### config.mk
export PLATFORM = sky130hd
export DESIGN_NAME = pif_reg_arb
export DESIGN_NICKNAME = d
export VERILOG_FILES = /design/src/rtl/pif_reg_arb_pkg.sv /design/src/rtl/pif_arb_pick.sv /design/src/rtl/pif_reg_arb.sv
export SDC_FILE = /design/constraint.sdc
export NUM_CORES = 1
export LEC_CHECK = 0
export ABC_AREA = 1
export CAP_MARGIN = 0
export CORE_MARGIN = 5
export CORE_UTILIZATION = 60
export CTS_CLUSTER_DIAMETER = 150
export CTS_CLUSTER_SIZE = 30
export DETAILED_ROUTE_END_ITERATION = 8
export DONT_BUFFER_PORTS = 1
export GPL_ROUTABILITY_DRIVEN = 0
export GPL_TIMING_DRIVEN = 1
export PLACE_DENSITY = 0.76
export SLEW_MARGIN = 20
export SYNTH_ARGS = -nofsm -noshare
export SYNTH_HDL_FRONTEND = slang
export SYNTH_SLANG_ARGS = --single-unit
### constraint.sdc
create_clock -name xclk -period 3.7 [get_ports xclk]
set_input_delay 0.74 -clock xclk [delete_from_list [all_inputs] [get_ports xclk]]
set_output_delay 0.74 -clock xclk [all_outputs]
set_load 0.02 [all_outputs]
### src/rtl/pif_reg_arb_pkg.sv
// pif_reg_arb_pkg - definitions shared by the PIF register-bus arbiter.
//   XIrec        : register-bus command record (write strobe, address, data,
//                  read sub-address)
//   addresses    : writable registers, the ID readback register and its
//                  sub-address enumeration
//   arb_state_t  : arbiter sequencing states
//   PIF_RD_LAT   : readback pipeline depth of the register block
package pif_reg_arb_pkg;

  localparam int PIF_AW     = 8;
  localparam int PIF_RD_LAT = 4;
  localparam int PIF_IW     = 2;   // width of requester index / pointer

  typedef struct packed {
    logic              PWr;
    logic [PIF_AW-1:0] PRWA;
    logic [7:0]        PD;
    logic [7:0]        PRdSubA;
  } XIrec;

  localparam logic [PIF_AW-1:0] W_SCRATCH_REG = 8'h10;
  localparam logic [PIF_AW-1:0] W_MISC_REG    = 8'h11;
  localparam logic [PIF_AW-1:0] R_ID          = 8'h20;

  typedef enum logic [7:0] {
    R_ID_CHIP    = 8'h00,
    R_ID_MISC    = 8'h01,
    R_ID_SCRATCH = 8'h02
  } r_id_suba_t;

  typedef enum logic [1:0] {
    ARB_IDLE  = 2'd0,
    ARB_WRITE = 2'd1,
    ARB_READ  = 2'd2,
    ARB_DONE  = 2'd3
  } arb_state_t;

  // Round-robin pointer after granting requester idx.
  function automatic logic [PIF_IW-1:0] pif_arb_next_ptr(input logic [PIF_IW-1:0] idx,
                                                          input int nreq);
    return PIF_IW'((int'(idx) + 1) % nreq);
  endfunction

endpackage

### src/rtl/pif_arb_pick.sv
// pif_arb_pick - combinational winner selection for the PIF register bus.
//   req     in  : per-requester request bits
//   ptr     in  : round-robin start index (ignored in fixed-priority build)
//   gnt_oh  out : one-hot winner (all zero when no request)
//   gnt_idx out : encoded winner index
// Build option: PIF_ARB_RR_EN selects round-robin; otherwise lowest index wins.
module pif_arb_pick
  import pif_reg_arb_pkg::*;
#(
  parameter int NREQ = 2
) (
  input  logic [NREQ-1:0]   req,
  input  logic [PIF_IW-1:0] ptr,
  output logic [NREQ-1:0]   gnt_oh,
  output logic [PIF_IW-1:0] gnt_idx
);

`ifdef PIF_ARB_RR_EN
  always_comb begin
    int   cand;
    logic found;
    gnt_oh  = '0;
    gnt_idx = '0;
    found   = 1'b0;
    cand    = 0;
    // Scan starting at the pointer so every requester gets a turn within NREQ grants.
    for (int i = 0; i < NREQ; i++) begin
      cand = (int'(ptr) + i) % NREQ;
      if (!found && req[cand]) begin
        found        = 1'b1;
        gnt_oh[cand] = 1'b1;
        gnt_idx      = PIF_IW'(cand);
      end
    end
  end
`else
  logic unused_ptr;
  assign unused_ptr = ^ptr;

  always_comb begin
    gnt_oh  = '0;
    gnt_idx = '0;
    // Descending scan so the lowest requesting index overwrites last.
    for (int i = NREQ - 1; i >= 0; i--) begin
      if (req[i]) begin
        gnt_oh    = '0;
        gnt_oh[i] = 1'b1;
        gnt_idx   = PIF_IW'(i);
      end
    end
  end
`endif

endmodule

### src/rtl/pif_reg_arb.sv
// pif_reg_arb - shares the PIF register write/readback port between NREQ
// requesters. Each grant becomes a single-cycle write pulse or a held-address
// read whose data is captured after the register block's readback latency.
//   xclk, xrst_n        : clock, asynchronous active-low reset
//   req/we/addr/suba/wdata : per-requester command, packed, requester 0 in LSBs
//   ack, rdata          : completion pulse to the granted requester, read data
//   XI, XO              : register-bus command out, readback in
//   busy, gnt_id        : transaction in progress, current/last winner
// Build option: PIF_ARB_RR_EN enables round-robin arbitration (fixed priority otherwise).
//
// state     | meaning
// ----------+-------------------------------------------------------------
// ARB_IDLE  | bus parked on IDLE_ADDR, waiting for a request
// ARB_WRITE | PWr high for this one cycle with latched address/data
// ARB_READ  | address/sub-address held, counting down the readback latency
// ARB_DONE  | ack pulse to the winner, bus parked again
module pif_reg_arb
  import pif_reg_arb_pkg::*;
#(
  parameter int            NREQ      = 2,
  parameter int            AW        = PIF_AW,
  parameter int            RD_LAT    = PIF_RD_LAT,
  parameter logic [AW-1:0] IDLE_ADDR = '0
) (
  input  logic              xclk,
  input  logic              xrst_n,
  input  logic [NREQ-1:0]   req,
  input  logic [NREQ-1:0]   we,
  input  logic [NREQ*AW-1:0] addr,
  input  logic [NREQ*8-1:0] suba,
  input  logic [NREQ*8-1:0] wdata,
  output logic [NREQ-1:0]   ack,
  output logic [7:0]        rdata,
  output XIrec              XI,
  input  logic [7:0]        XO,
  output logic              busy,
  output logic [1:0]        gnt_id
);

  // Keep the width legal for RD_LAT = 0 so the check below is what reports it.
  localparam int CW = (RD_LAT < 1) ? 1 : $clog2(RD_LAT + 1);

  if (RD_LAT < 1) begin : g_bad_rd_lat
    $error("pif_reg_arb: RD_LAT must be at least 1");
  end
  if (NREQ < 2 || NREQ > 4) begin : g_bad_nreq
    $error("pif_reg_arb: NREQ must be 2..4");
  end
  if (AW != PIF_AW) begin : g_bad_aw
    $error("pif_reg_arb: AW must match the PRWA width");
  end

  arb_state_t        state_q, state_d;
  XIrec              xi_q, xi_d;
  logic [CW-1:0]     cnt_q, cnt_d;
  logic [NREQ-1:0]   ack_q, ack_d;
  logic [NREQ-1:0]   gnt_oh_q, gnt_oh_d;
  logic [7:0]        rdata_q, rdata_d;
  logic [PIF_IW-1:0] gnt_id_q, gnt_id_d;
  logic              busy_q, busy_d;

  logic [NREQ-1:0]   pick_oh;
  logic [PIF_IW-1:0] pick_idx;
  logic [PIF_IW-1:0] ptr;

`ifdef PIF_ARB_RR_EN
  logic [PIF_IW-1:0] ptr_q, ptr_d;
  assign ptr = ptr_q;
`else
  assign ptr = '0;
`endif

  pif_arb_pick #(.NREQ(NREQ)) u_pick (
    .req     (req),
    .ptr     (ptr),
    .gnt_oh  (pick_oh),
    .gnt_idx (pick_idx)
  );

  always_comb begin
    state_d    = state_q;
    xi_d       = xi_q;
    xi_d.PWr   = 1'b0;
    cnt_d      = cnt_q;
    ack_d      = '0;
    gnt_oh_d   = gnt_oh_q;
    rdata_d    = rdata_q;
    gnt_id_d   = gnt_id_q;
`ifdef PIF_ARB_RR_EN
    ptr_d      = ptr_q;
`endif
    unique case (state_q)
      ARB_IDLE: begin
        if (|req) begin
          gnt_id_d  = pick_idx;
          gnt_oh_d  = pick_oh;
          xi_d.PRWA = addr[int'(pick_idx)*AW +: AW];
`ifdef PIF_ARB_RR_EN
          ptr_d     = pif_arb_next_ptr(pick_idx, NREQ);
`endif
          if (we[pick_idx]) begin
            xi_d.PWr = 1'b1;
            xi_d.PD  = wdata[int'(pick_idx)*8 +: 8];
            state_d  = ARB_WRITE;
          end else begin
            xi_d.PRdSubA = suba[int'(pick_idx)*8 +: 8];
            cnt_d        = CW'(RD_LAT);
            state_d      = ARB_READ;
          end
        end
      end
      ARB_WRITE: begin
        xi_d.PRWA = IDLE_ADDR;
        ack_d     = gnt_oh_q;
        state_d   = ARB_DONE;
      end
      ARB_READ: begin
        if (cnt_q == '0) begin
          rdata_d      = XO;
          ack_d        = gnt_oh_q;
          xi_d.PRWA    = IDLE_ADDR;
          xi_d.PRdSubA = '0;
          state_d      = ARB_DONE;
        end else begin
          cnt_d = cnt_q - 1'b1;
        end
      end
      ARB_DONE: begin
        state_d = ARB_IDLE;
      end
      default: begin
        state_d = ARB_IDLE;
      end
    endcase
    busy_d = (state_d != ARB_IDLE);
  end

  always_ff @(posedge xclk or negedge xrst_n) begin
    if (!xrst_n) begin
      state_q      <= ARB_IDLE;
      xi_q.PWr     <= 1'b0;
      xi_q.PRWA    <= IDLE_ADDR;
      xi_q.PD      <= '0;
      xi_q.PRdSubA <= '0;
      cnt_q        <= '0;
      ack_q        <= '0;
      gnt_oh_q     <= '0;
      rdata_q      <= '0;
      gnt_id_q     <= '0;
      busy_q       <= 1'b0;
`ifdef PIF_ARB_RR_EN
      ptr_q        <= '0;
`endif
    end else begin
      state_q  <= state_d;
      xi_q     <= xi_d;
      cnt_q    <= cnt_d;
      ack_q    <= ack_d;
      gnt_oh_q <= gnt_oh_d;
      rdata_q  <= rdata_d;
      gnt_id_q <= gnt_id_d;
      busy_q   <= busy_d;
`ifdef PIF_ARB_RR_EN
      ptr_q    <= ptr_d;
`endif
    end
  end

  assign XI     = xi_q;
  assign ack    = ack_q;
  assign rdata  = rdata_q;
  assign busy   = busy_q;
  assign gnt_id = gnt_id_q;

endmodule

==> results_dict.tcl, run 1 <==
set metrics [dict create \
    io_buffers 0 \
    yosys_most_used_dff "dfrtp_1" \
    power_switching_mw 0.955 \
    critPathKind "reg -> reg" \
    synthTopCellsByArea "dfrtp_1, nand2_1, nand3_1" \
    via_count 1801 \
    p_comb_frac 0.362 \
    skew_ns 0.00499 \
    ir_drop_mv 0.403 \
    grt_antenna_before_repair 0 \
    n_antenna_cell 0 \
    synth-edff-count 0 \
    ctsResizeCount 0 \
    fp.dieW_um 71.9 \
    clockPowerShare 0.141 \
    clkTransAtPathRegs_ns 0.08 \
    rsz0062_at_grt "false" \
    holdCritPathClass "in -> async" \
    ys_ff_latch 43 \
    power.internal_mw 1.06 \
    synth.top_cell.area_share 0.468 \
    synth_top_area_cell "dfrtp_1" \
    final_cells 334 \
    drt_pass1_iterations 6 \
    dieArea_mm2 0.00517 \
    grt_pass1_vias 1766 \
    pin_count 100 \
    finalSetupTns_ns 0 \
    nets 354 \
    grtUsageTotal 0.192 \
    yosysWarnings 0 \
    postSynthCellCount 291 \
    final_layout_size_suffix_gt1_frac 0.105 \
    htreeDepth 2 \
    grt_max_degree 44 \
    yosys.area_share.adder 0.0381 \
    post_dp_cell_area_mm2 0.00227 \
    tritoncts "built" \
    setup_viol 0 \
    drtAntennaViolNets 0 \
    drt-total-wl_mm 4.75 \
    period_minus_slack_ns 2.01 \
    grt_pass1_wl_mm 7.91 \
    fin_total_pwr_mw 2.02 \
    die_y_um 71.9 \
    cts_buffer_depth 2 \
    synth.area.mux_share 0.0392 \
    start_kind "flip-flop" \
    synth_common_cells "nand2_1, dfrtp_1, nand3_1" \
    synth_top_family_by_area "simple AND/OR/NAND/NOR gates" \
    syn_avg_cell_area_um2 7.90 \
    syn-cell-area_mm2 0.00230 \
    start_util 0.623 \
    worstPathArrival_ns 2.19 \
    p_leak_nw 1.26 \
    drv_slew 0 \
    yosys.area_share.simple 0.316 \
    root_buffer "clkbuf_8" \
    max-cap-violations 0 \
    sw_frac_of_total 0.473 \
    postCtsSetupBuffers 0 \
    ctsHoldBuffers 0 \
    synth.most_common_cell "nand2_1" \
    placed_cells 326 \
    power_frac_seq 0.497 \
    pre_cts_slack_ns 1.69 \
    outcome "completed" \
    drcViolationCount 0 \
    core_area_mm2 0.00369 \
    worst_ep_required_time_ns 3.88 \
    design_area_mm2 0.00235 \
    synth_cell_type_count 23 \
    cp_max_fo 13 \
    viasPerCell 5.39 \
    async_flop_share 1.00 \
    fmax_ghz 0.498 \
    cts_sinks 43 \
    hold_viol 0 \
    rows 22 \
    min_period_over_period 0.542 \
    synth_compound_area_frac 0.0572 \
    end_kind "flip-flop" \
    post_drt_wl_per_cell_um 14.2 \
    hpwl_mm 3.62 \
    power_density_mw_per_mm2 859 \
    cts_buffers 5 \
    synth_xor_area_frac 0 \
    clk_latency_ns 0.29 \
    drtIter0Drc 124 \
    yosysSeqAreaShare 0.468 \
    grt.overflow.total 0 \
    setup_ws_ns 1.69 \
    area_growth_pct 2.29 \
    synth_nets 360 \
]
per-stage QoR:
step           utilization  hold WS, ns
3_5_place_dp         0.614        0.446
4_1_cts              0.637        0.126
3_3_place_gp         0.614        0.445
6_report             0.637        0.135
2_1_floorplan            -        0.442
5_1_grt              0.637        0.114
metal layers:
layer / global-route usage / wire, µm / vias to the layer above
met5: 0 / 0 / -
met4: 0.0480 / 29 / 0
met3: 0.0706 / 361 / 4
met2: 0.324 / 2420 / 57
met1: 0.232 / 1930 / 842
li1: - / - / 898
flip-flops by register name, indices dropped and copies added (netlist names):
| signal | cells |
|---|---|
| XI | 25 |
| ack | 2 |
| busy | 1 |
| cnt_q | 3 |
| gnt_oh_q | 2 |
| rdata | 8 |
| state_q | 2 |
power by group through the flow:
| stage | logic, mW | registers (mW) | clock network, mW |
|---|---|---|---|
| 4_1_cts | 0.737 | 1.01 | 0.293 |
| 5_1_grt | 0.847 | 1.03 | 0.313 |
| 3_5_place_dp | 0.737 | 1.02 | 0 |
| 3_3_place_gp | 0.714 | 1.01 | 0 |
| 6_report | 0.731 | 1.00 | 0.285 |
| 2_1_floorplan | 0.645 | 0.966 | 0 |
kinds of logic after synthesis:
family                   Yosys count
AO/OA/AOI/OAI                     25
AND/OR/NAND/NOR                  171
other                              1
buffers and inverters             36
multiplexers                       8
adder cells (fa/ha/maj)            7
flip-flops                        43
worst paths after layout:
path                       slack [ns]       start  depth (start not counted)       end
max                              1.69  state_q[0]                          7     XI[5]
min                              0.14      xrst_n                          0    ack[1]
max reg2reg                      1.69  state_q[0]                          7     XI[5]
min reg2reg                      0.49    cnt_q[2]                          2  cnt_q[2]
max in group asynchronous        3.48      xrst_n                          0    XI[21]
min in group xclk                0.49    cnt_q[2]                          2  cnt_q[2]
critical path, cell delays in order (launching register included):
cell,delay (ns)
dfrtp_1,0.43
inv_1,0.12
ha_1,0.45
nor2_1,0.12
a21oi_2,0.36
nand3_2,0.24
nand2_1,0.11
nand2_1,0.06
final cells by class:
class,instances,area (µm²)
clock buffer,6,72.6
clock inverter,2,12.5
fill,323,1340
inverter,23,91.3
multi-input combinational,212,1040
sequential,43,1080
tap,48,60.1
placed cells by master (no fill, tap or decap), drive strengths merged:
cell type and n:
ha 7, nor2 7, o22ai 2, nand3 29, a21oi 22, nand2 134
inv 23, clkinv 1, o21ai 1, conb 1, clkinvlp 1, mux2 8
nand4 1, clkbuf 6, dfrtp 43
Note: power is estimated with default switching activity, not from simulation.
==> run 2: changes to the inputs <==
CORE_UTILIZATION = 56   (was 60)
PLACE_DENSITY = 0.74   (was 0.76)
clock period = 1.7 ns   (was 3.7 ns; I/O delays follow)
==> run 2 against run 1 <==
Net effect:
- first-iteration DRC count down 10%
- via count up 0.39%
- worst setup slack worse by 1.5 ns
- register-to-register slack worse by 1.5 ns
- combinational power up 140%
- clock skew down 0.0030 ns
- critical path type unchanged
- critical endpoint is now cnt_q[2]
- largest power group unchanged
- highest routed layer unchanged
==> results_dict.tcl, run 2 (synthesized netlist as in run 1, its figures left out) <==
set metrics [dict create \
    start_util 0.575 \
    p_comb_frac 0.382 \
    n_antenna_cell 0 \
    clockPowerShare 0.134 \
    met3_length_um 473 \
    setup_viol 0 \
    power_frac_seq 0.484 \
    power_switching_mw 2.09 \
    cts_buffers 5 \
    post_drt_wl_per_cell_um 14.4 \
    met2WireLength_mm 2.39 \
    max-cap-violations 0 \
    area_growth_pct 5.28 \
    clk_latency_ns 0.29 \
    p_leak_nw 1.29 \
    io_buffers 0 \
    core_area_mm2 0.00400 \
    drtAntennaViolNets 0 \
    power_density_mw_per_mm2 1860 \
    via_count 1808 \
    grt_pass1_vias 1763 \
    root_buffer "clkbuf_8" \
    r2r_slack_ns 0.17 \
    pin_count 100 \
    drtIter0Drc 111 \
    pre_cts_slack_ns 0.155 \
    largest_reg_flops 25 \
    cts_buffer_depth 2 \
    drt_pass1_iterations 4 \
    power.internal_mw 2.40 \
    fp.dieW_um 74.1 \
    ir_drop_mv 1.04 \
    placed_cells 333 \
    skew_ns 0.00198 \
    slowest_stage "dfrtp_1" \
    utilization 0.605 \
    nets 361 \
    wl_met1_mm 1.98 \
    mostFrequentLayoutCells "nand2_1, dfrtp_1, nand3_1" \
    fmax_ghz 0.654 \
    worstPathArrival_ns 1.71 \
    die_y_um 74.1 \
    outcome "completed" \
    rows 23 \
    clkTransAtPathRegs_ns 0.07 \
    rsz0062_at_grt "false" \
    top_layer "met4" \
    grt_pass1_wl_mm 8.05 \
    period_minus_slack_ns 1.53 \
    holdCritPathClass "in -> reg" \
    worst_ep_required_time_ns 1.88 \
    finalSetupTns_ns 0 \
    dieArea_mm2 0.00549 \
    hold_viol 0 \
    mostFrequentLayoutCell "nand2_1" \
    setup_ws_ns 0.171 \
    multiInputGateArea_mm2 0.00104 \
    fillCellCount 369 \
    grt.overflow.total 0 \
    grtUsageTotal 0.190 \
    viasPerCell 5.27 \
    min_period_over_period 0.899 \
    postCtsSetupBuffers 0 \
    grt_max_degree 44 \
    critPathKind "reg -> reg" \
    end_kind "flip-flop" \
    sw_frac_of_total 0.466 \
    htreeDepth 2 \
    cts_sinks 43 \
    hpwl_mm 3.73 \
    final_layout_size_suffix_gt1_frac 0.123 \
    grt_antenna_before_repair 0 \
    drt-total-wl_mm 4.94 \
    seq_area_mm2 0.00108 \
    crit_chain "inv_1 -> ha_1 -> nor2_1 -> inv_1 -> nand2_1 -> inv_1 -> nand3_1 -> nand2_1 -> nand2_1" \
    start_kind "flip-flop" \
    tritoncts "built" \
    final_cells 343 \
    whs_ns 0.199 \
    cp_max_fo 4 \
    drv_slew 0 \
    drcViolationCount 0 \
    max_stage_delay_ns 0.41 \
]
-- run 2: cell count changes in the layout (fill, tap and decap cells not counted) --
cell | before | now
ha_1 | 7 | 6
buf_12 | 0 | 1
clkinvlp_4 | 1 | 0
clkbuf_1 | 1 | 2
buf_4 | 0 | 5
ha_2 | 0 | 1
dlygate4sd3_1 | 0 | 1
-- run 2: power groups by stage --
| stage | logic (mW) | clock network, mW | registers (mW) |
|---|---|---|---|
| 6_report | 1.72 | 0.600 | 2.18 |
| 4_1_cts | 1.75 | 0.625 | 2.19 |
| 3_5_place_dp | 1.71 | 0 | 2.20 |
| 3_3_place_gp | 1.67 | 0 | 2.20 |
| 5_1_grt | 1.99 | 0.679 | 2.23 |
| 2_1_floorplan | 1.40 | 0 | 2.10 |
-- run 2: worst max-delay path: cells and delay by family, from the launching register on --
| kind | cells | cell delay [ns] |
|---|---|---|
| AND/OR/NAND/NOR | 5 | 0.44 |
| buffers and inverters | 3 | 0.31 |
| flip-flops | 1 | 0.41 |
| adder cells (fa/ha/maj) | 1 | 0.28 |
-- run 2: cell type report --
| class | count | area share |
|---|---|---|
| Clock buffer | 7 | 0.0315 |
| Clock inverter | 1 | 0.00207 |
| Inverter | 23 | 0.0377 |
| Multi-Input combinational cell | 212 | 0.430 |
| Sequential cell | 43 | 0.445 |
| Tap cell | 50 | 0.0259 |
| Timing Repair Buffer | 7 | 0.0279 |
-- run 2: path summary, 6_finish.rpt --
kind                       startpoint  endpoint  cells past startpoint
max                        state_q[1]  cnt_q[2]                      9
min                             XO[5]  rdata[5]                      1
max reg2reg                state_q[1]  cnt_q[2]                      9
min reg2reg                  cnt_q[1]  cnt_q[1]                      2
max in group asynchronous      xrst_n    XI[13]                      2
min in group asynchronous      xrst_n    XI[14]                      2
-- run 2: timing repair --
action	4_1_cts	5_1_grt
endpoints found under the hold margin	43	0
hold buffers	2	0
setup endpoints to repair	0	5
resized for setup	0	1
-- run 2: per-layer routing --
metal  track usage  up-vias
li1              -      908
met1         0.231      826
met2         0.296       63
met3        0.0811       11
met4        0.0805        0
met5             0        -
-- run 2: per-stage QoR --
| stage | total power [mW] | area, µm² |
|---|---|---|
| 2_1_floorplan | 3.51 | 2300 |
| 3_3_place_gp | 3.87 | 2310 |
| 3_5_place_dp | 3.92 | 2310 |
| 4_1_cts | 4.56 | 2420 |
| 5_1_grt | 4.91 | 2420 |
| 6_report | 4.50 | 2420 |
